`src/rtl/tt_um_serial_subtractor.sv`:
```
// ============================================================================
// tt_um_serial_subtractor : bit-serial A-B through one full-subtractor cell
// Revision: 1.0
// ============================================================================
`default_nettype none

module tt_um_serial_subtractor #(
   parameter int WIDTH = 4
) (
   input  logic       clk,
   input  logic       rst_n,
   input  logic       ena,
   input  logic [7:0] ui_in,
   input  logic [7:0] uio_in,
   output logic [7:0] uo_out,
   output logic [7:0] uio_out,
   output logic [7:0] uio_oe
);

   localparam logic [1:0] ST_IDLE  = 2'd0;
   localparam logic [1:0] ST_SHIFT = 2'd1;
   localparam logic [1:0] ST_DONE  = 2'd2;
   localparam logic [1:0] LAST_CNT = 2'(WIDTH - 1);

   logic [1:0]       state;
   logic [1:0]       state_next;
   logic             s1;
   logic             s2;
   logic             start_evt;
   logic [WIDTH-1:0] a_sr;
   logic [WIDTH-1:0] b_sr;
   logic [WIDTH-1:0] acc;
   logic [WIDTH-1:0] acc_next;
   logic [WIDTH-1:0] d_res;
   logic [3:0]       d_ext;
   logic             br;
   logic             br_next;
   logic             borrow_out;
   logic [1:0]       cnt;
   logic             last_bit;
   logic             diff_bit;
   logic             busy;
   logic             done;
   logic             serial_bit;
   logic             load;
   logic [WIDTH-1:0] a_in;
   logic [WIDTH-1:0] b_in;
   logic             unused_ok;

   assign a_in      = ui_in[WIDTH-1:0];
   assign b_in      = ui_in[4 +: WIDTH];
   assign start_evt = s1 & ~s2;
   assign last_bit  = (cnt == LAST_CNT);

   // Full-subtractor cell: difference bit and borrow into the next bit.
   assign diff_bit = a_sr[0] ^ b_sr[0] ^ br;
   assign br_next  = (~a_sr[0] & b_sr[0]) | (~(a_sr[0] ^ b_sr[0]) & br);

   generate
      if (WIDTH == 1) begin : g_acc_one
         assign acc_next = diff_bit;
      end else begin : g_acc_multi
         assign acc_next = {diff_bit, acc[WIDTH-1:1]};
      end
   endgenerate

   generate
      if (WIDTH < 4) begin : g_pad
         assign d_ext = {{(4 - WIDTH){1'b0}}, d_res};
      end else begin : g_nopad
         assign d_ext = d_res;
      end
   endgenerate

   // State register (ena acts as a clock enable for every flop)
   always_ff @(posedge clk or negedge rst_n) begin
      if (!rst_n) begin
         state <= ST_IDLE;
      end else if (ena) begin
         state <= state_next;
      end
   end

   always_comb begin
      state_next = state;
      case (state)
         ST_IDLE:  if (start_evt) state_next = ST_SHIFT;
         ST_SHIFT: if (last_bit)  state_next = ST_DONE;
         ST_DONE:  if (start_evt) state_next = ST_SHIFT;
         default:  state_next = ST_IDLE;
      endcase
   end

   always_comb begin
      busy       = (state == ST_SHIFT);
      done       = (state == ST_DONE);
      serial_bit = busy & diff_bit;
      load       = start_evt & (state != ST_SHIFT);
   end

   always_ff @(posedge clk or negedge rst_n) begin
      if (!rst_n) begin
         s1         <= 1'b0;
         s2         <= 1'b0;
         a_sr       <= '0;
         b_sr       <= '0;
         acc        <= '0;
         d_res      <= '0;
         br         <= 1'b0;
         borrow_out <= 1'b0;
         cnt        <= 2'd0;
      end else if (ena) begin
         s1 <= uio_in[0];
         s2 <= s1;
         if (load) begin
            a_sr <= a_in;
            b_sr <= b_in;
            acc  <= '0;
            br   <= 1'b0;
            cnt  <= 2'd0;
         end else if (busy) begin
            a_sr <= a_sr >> 1;
            b_sr <= b_sr >> 1;
            acc  <= acc_next;
            br   <= br_next;
            cnt  <= cnt + 2'd1;
            if (last_bit) begin
               d_res      <= acc_next;
               borrow_out <= br_next;
            end
         end
      end
   end

   assign uo_out    = {serial_bit, done, busy, borrow_out, d_ext};
   assign uio_out   = 8'h00;
   assign uio_oe    = 8'h00;
   assign unused_ok = &{1'b0, uio_in[7:1], ui_in};

endmodule

`default_nettype wire

```
`config.mk`:
```
export PLATFORM = sky130hd
export DESIGN_NAME = tt_um_serial_subtractor
export DESIGN_NICKNAME = d
export VERILOG_FILES = /design/src/rtl/tt_um_serial_subtractor.sv
export SDC_FILE = /design/constraint.sdc
export NUM_CORES = 1
export LEC_CHECK = 0
export CAP_MARGIN = 0
export CELL_PAD_IN_SITES_DETAIL_PLACEMENT = 1
export CELL_PAD_IN_SITES_GLOBAL_PLACEMENT = 2
export CORE_ASPECT_RATIO = 0.6
export CORE_MARGIN = 2
export CORE_UTILIZATION = 25
export CTS_BUF_LIST = sky130_fd_sc_hd__clkbuf_4 sky130_fd_sc_hd__clkbuf_8
export CTS_CLUSTER_DIAMETER = 80
export CTS_CLUSTER_SIZE = 40
export DETAILED_ROUTE_END_ITERATION = 7
export GPL_TIMING_DRIVEN = 0
export MAX_ROUTING_LAYER = met4
export PLACE_DENSITY = 0.83
export SYNTH_ARGS = -nofsm -noshare
export SYNTH_HDL_FRONTEND = slang
export SYNTH_SLANG_ARGS = --single-unit
```
`constraint.sdc`:
```
create_clock -name clk -period 1.4 [get_ports clk]
set_clock_uncertainty 0.15 [all_clocks]
set_input_delay 0.28 -clock clk [delete_from_list [all_inputs] [get_ports clk]]
set_output_delay 0.28 -clock clk [all_outputs]
set_load 0.005 [all_outputs]
```
## Yosys cells after proc, flatten, opt, wreduce, memory -nomap -nowiden

Index checks and enable logic that the tools add are counted.

| storage, ports and cells | value |
|---|---|
| memories | 0 |
| RAM bits | 0 |
| logic and storage cells | 48 |
| register bits | 24 |
| latch bits | 0 |
| bits in read-only memories | 0 |

| cells by class | value |
|---|---|
| shift-type cells | 0 |
| magnitude comparators | 0 |
| divide/modulo/power cells | 0 |
| add/subtract/negate cells | 1 |
| bitwise logic cells | 12 |
| reductions and logical operators | 6 |
| equality and inequality tests | 6 |
| muxes and demuxes | 13 |
| $mul | 0 |

Operators with widths:

| kind | count |
|---|---|
| two-way mux 4 bit | 6 |
| two-way mux 2 bit | 4 |
| AND 1 bit | 5 |
| == test 2 bit (second input constant) | 2 |
| inequality test 2 x 1 -> 1 bit (second input constant) | 2 |
| inverter 1 bit | 4 |
| one-hot mux 2 bit (2 select lines) | 1 |
| AND reduction 4 bit | 1 |
| AND reduction 3 bit | 1 |
| adder 2 x 1 -> 2 bit (second input constant) | 1 |
| == test 2 x 1 -> 1 bit (second input constant) | 1 |
| zero test 2 bit | 1 |
| two-way mux 1 bit | 2 |
| inequality test 2 bit (second input constant) | 1 |
| AND reduction 2 bit | 1 |
| nonzero test 2 bit | 1 |
| OR reduction 2 bit | 1 |
| XOR 1 bit | 2 |
| bitwise OR 1 bit | 1 |

## Longest topological paths before layout

| logic depth | value |
|---|---|
| depth in word-level cells | 6 |
| mapped depth | 5 |

## Worst setup path after synthesis

No wires, ideal clock.

| path | value |
|---|---|
| path type | register to output |
| from | register a_sr[0] |
| to | output uo_out[7] |
| stages on the path, launching flop included | 4 |
| setup slack | -199 ps |
| data required time | 970 ps |
| buffers on the path | 1 |
| arrival time | 1169 ps |
| cell sequence | dfrtp_1 > fa_1 > and2_2 > buf_4 |

| between the ends | value |
|---|---|
| cells in the longest elaborated chain, start to end | 3 |

RTL lines:

| what | RTL line | RTL |
|---|---|---|
| from (decl) | 30 | `logic [WIDTH-1:0] a_sr;` |
| from (signal assigned) | 116 | `a_sr <= a_in;` |
| from (signal assigned) | 122 | `a_sr <= a_sr >> 1;` |
| XOR 1 bit (2 in series) | 56 | `assign diff_bit = a_sr[0] ^ b_sr[0] ^ br;` |
| net diff_bit | 41 | `logic diff_bit;` |
| AND 1 bit | 97 | `serial_bit = busy & diff_bit;` |
| to (decl) | 15 | `output logic [7:0] uo_out,` |

The timed path passes the listed nets, and every way through them passes these cells.

## Final worst setup path

| path | value |
|---|---|
| from | register br |
| to | output uo_out[7] |

| between the ends | value |
|---|---|
| cells in the longest elaborated chain, start to end | 2 |

RTL lines:

| what | RTL line | RTL |
|---|---|---|
| from (decl) | 36 | `logic br;` |
| from (signal assigned) | 125 | `br <= br_next;` |
| XOR 1 bit | 56 |  |
| net diff_bit | 41 |  |
| AND 1 bit | 97 |  |

The timed path passes the listed nets, and every way through them passes these cells.

==> flow_metrics.env <==
export IMPL_antenna_cells=0
export IMPL_cts_buffers=3
export IMPL_die_h_microns=57.2
export IMPL_crit_arrival_ps=1480
export IMPL_initial_core_util=0.258
export IMPL_synth_top_area_frac=0.488
export IMPL_synthAdderAreaFrac=0.0276
export IMPL_netlist_area_sq_um=1180
export IMPL_synth_distinct_cells=26
export IMPL_drt_iter0_drc=28
export IMPL_synth_top_cell_by_area="dfrtp_1"
export IMPL_grt_pass1_wl_microns=5240
export IMPL_setup_slack_ps=-508
export IMPL_cts_sinks=23
export IMPL_async_reset_ff_frac=1.00
export IMPL_powerDensity_nw_per_um2=2020
export IMPL_yosys_warnings=0
export IMPL_first_global_vias=1039
export IMPL_synth_cells=100
export IMPL_die_area_sq_um=5300
export IMPL_gp_congestion=0.778
export IMPL_ir_drop_mv=0.686
export IMPL_cts_root_buf="clkbuf_8"
export IMPL_crit_path_end_kind="output pin"
export IMPL_drv_slew=0
export IMPL_max_slew_worst_pin_slew_ps=1040
export IMPL_dr_pass1_iters=2
export IMPL_critPathLaunch="br$_DFFE_PN0P_"
export IMPL_drc=0
export IMPL_synthMuxAreaShare=0.0669
export IMPL_hold_viol=0
export IMPL_synth_area_top_cells="dfrtp_1 (49%), buf_4 (13%), mux2_2 (6.7%)"
export IMPL_stdcell_count=224
export IMPL_rsz0062_at_grt="true"
export IMPL_min_path_type="in2async"
export IMPL_yosysSeqAreaShare=0.488
export IMPL_power_static_leakage_nw=0.941
export IMPL_finish_net_count=183
export IMPL_path_class="reg2out"
export IMPL_dp_hpwl_microns=1890
export IMPL_rr_startpoint="state[1]$_DFFE_PN0P_"
export IMPL_ant_nets=0
export IMPL_max_freq_ghz=0.524
export IMPL_grt_util_all_layers=0.135
export IMPL_io_pins=43
export IMPL_cts_tree="done"
export IMPL_synth_main_ff_cell="dfrtp_1"
export IMPL_timing_hold_ws_ps=126
export IMPL_drive_gt1_frac=0.522
export IMPL_grt_start_max_net_pins=24
export IMPL_post_drt_wl_per_cell_microns=14.8
export IMPL_cp_start_kind="flop"
export IMPL_routed_via_density=4.18
export IMPL_ctsHoldBuffers=0
export IMPL_dp_cells=196
export IMPL_failed_checks="setup timing"
export IMPL_vias=936
export IMPL_syn2layout_area_growth_pct=63.3
export IMPL_pre_cts_ws_ps=-755
export IMPL_portBuffers=18
export IMPL_path_clk_slew_ps=90
export IMPL_max_slew_margin=0.308
export IMPL_synth_edf_count=0
export IMPL_antenna_found_initial=0
export IMPL_grt_overflow=0
export IMPL_setup_viol=22
export IMPL_avgSynthCellArea_sq_um=11.8
export IMPL_ys_seq_elements=23
export IMPL_routed_wl_microns=3320
export IMPL_status="finished, violations left"
export IMPL_core_area_sq_um=4560
export IMPL_synth_xor_area_frac=0
export IMPL_h_tree_depth=1
export IMPL_fin_crit_sh=1.36
export IMPL_synth_compound_area_frac=0.162
export IMPL_synth_simple_area_share=0.0669
export IMPL_clk_latency_ps=270
export IMPL_cap_violations=0
export IMPL_row_count=19
export IMPL_fp_dieW_microns=92.6
export IMPL_finish_utilization=0.422
export IMPL_min_period_ps=1910
export IMPL_crit_required_ps=970
export IMPL_synth_top_family_by_area="buffers and inverters"
export IMPL_cts_max_path_buffers=2
export IMPL_cp_max_fo=2
[where the power goes]
part	leakage, nW	switching (mW)	total (mW)	internal [mW]
Clock	0.0262	0.221	0.444	0.223
Combinational	0.632	0.891	2.30	1.41
Sequential	0.283	0.196	1.13	0.937
Total	0.941	1.31	3.88	2.57
[stage by stage]
stage | setup TNS [ps] | total power, mW | instance area [sq um]
2_1_floorplan | -181 | 1.92 | 1240
3_3_place_gp | -8860 | 2.33 | 1500
3_5_place_dp | -11660 | 2.42 | 1500
4_1_cts | -4520 | 3.54 | 1800
5_1_grt | -6320 | 4.13 | 1920
6_report | -5230 | 3.88 | 1920
[placed cells by master (no fill, tap or decap), types with 2 or more instances in the layout]
| cell | n |
|---|---|
| inv_2 | 2 |
| clkdlybuf4s50_1 | 9 |
| nand3b_1 | 2 |
| inv_1 | 5 |
| a21oi_2 | 3 |
| mux2_2 | 3 |
| dfrtp_1 | 21 |
| dlygate4sd2_1 | 4 |
| clkbuf_8 | 4 |
| o32ai_4 | 3 |
| a22o_4 | 2 |
| o21ai_0 | 3 |
| buf_8 | 2 |
| dfrtp_2 | 2 |
| a21oi_1 | 3 |
| buf_6 | 21 |
| mux2_4 | 4 |
| a22o_1 | 5 |
| o32ai_2 | 3 |
| conb_1 | 16 |
| buf_4 | 26 |
[state kept, by name, indices dropped and copies added, names as in the netlist, 2 cells and up]
register,cells
state,2
acc,3
b_sr,4
d_ext,4
a_sr,4
cnt,2
[critical path, cell delays in order, from the launching register on]
cell     delay, ps
dfrtp_1        370
inv_2           50
fa_1           570
and2_4         150
buf_6           80
[cells by family (layout without fill, tap and decap cells)]
kind of cell | Yosys count | after routing
flops | 23 | 23
other cells | 1 | 16
simple gates | 11 | 11
compound gates | 25 | 25
mux | 7 | 7
fa+ha+maj | 2 | 2
buf+inv | 31 | 77
[routing by layer]
metal	wire, microns	track usage
met2	1650	0.225
met3	140	0.0396
met4	9	0.0126
met1	1530	0.173
met5	0	-
[path summary, 6_finish.rpt]
path                       cells after the start  slack [ps]                   end
setup / recovery                               4        -510             uo_out[7]
hold / removal                                 1         130   a_sr[0]$_DFFE_PN0P_
setup reg to reg                               6        -270  d_ext[1]$_DFFE_PN0P_
hold reg to reg                                1         360    acc[1]$_DFFE_PN0P_
max in group asynchronous                      1         280  state[0]$_DFFE_PN0P_
min in group clk                               2         180        s2$_DFFE_PN0P_
[layout make-up]
class	count	area, sq um
clock buffers	4	48.8
flip-flops and latches	23	578
fillers	507	2640
inverters	7	26.3
repair buffers	45	448
plain buffers	21	173
well taps	63	78.8
multi-input cells	61	572
[what timing repair did]
action / 4_1_cts / 5_1_grt
pin swaps: 7 / 6
setup buffers: 21 / 10
endpoints found under the setup margin: 50 / 26
resized for setup: 51 / 23
gates cloned: 1 / 0
[Yosys cell counts (2+ instances only)]
cell	instances
inv_1	7
buf_4	20
a21oi_1	6
nand3b_1	2
a22o_1	5
o21ai_0	4
a22o_2	2
dfrtp_1	23
mux2_2	7
o32ai_1	6
buf_6	2
nand2_1	2
Power figures use the tool's default switching activity.
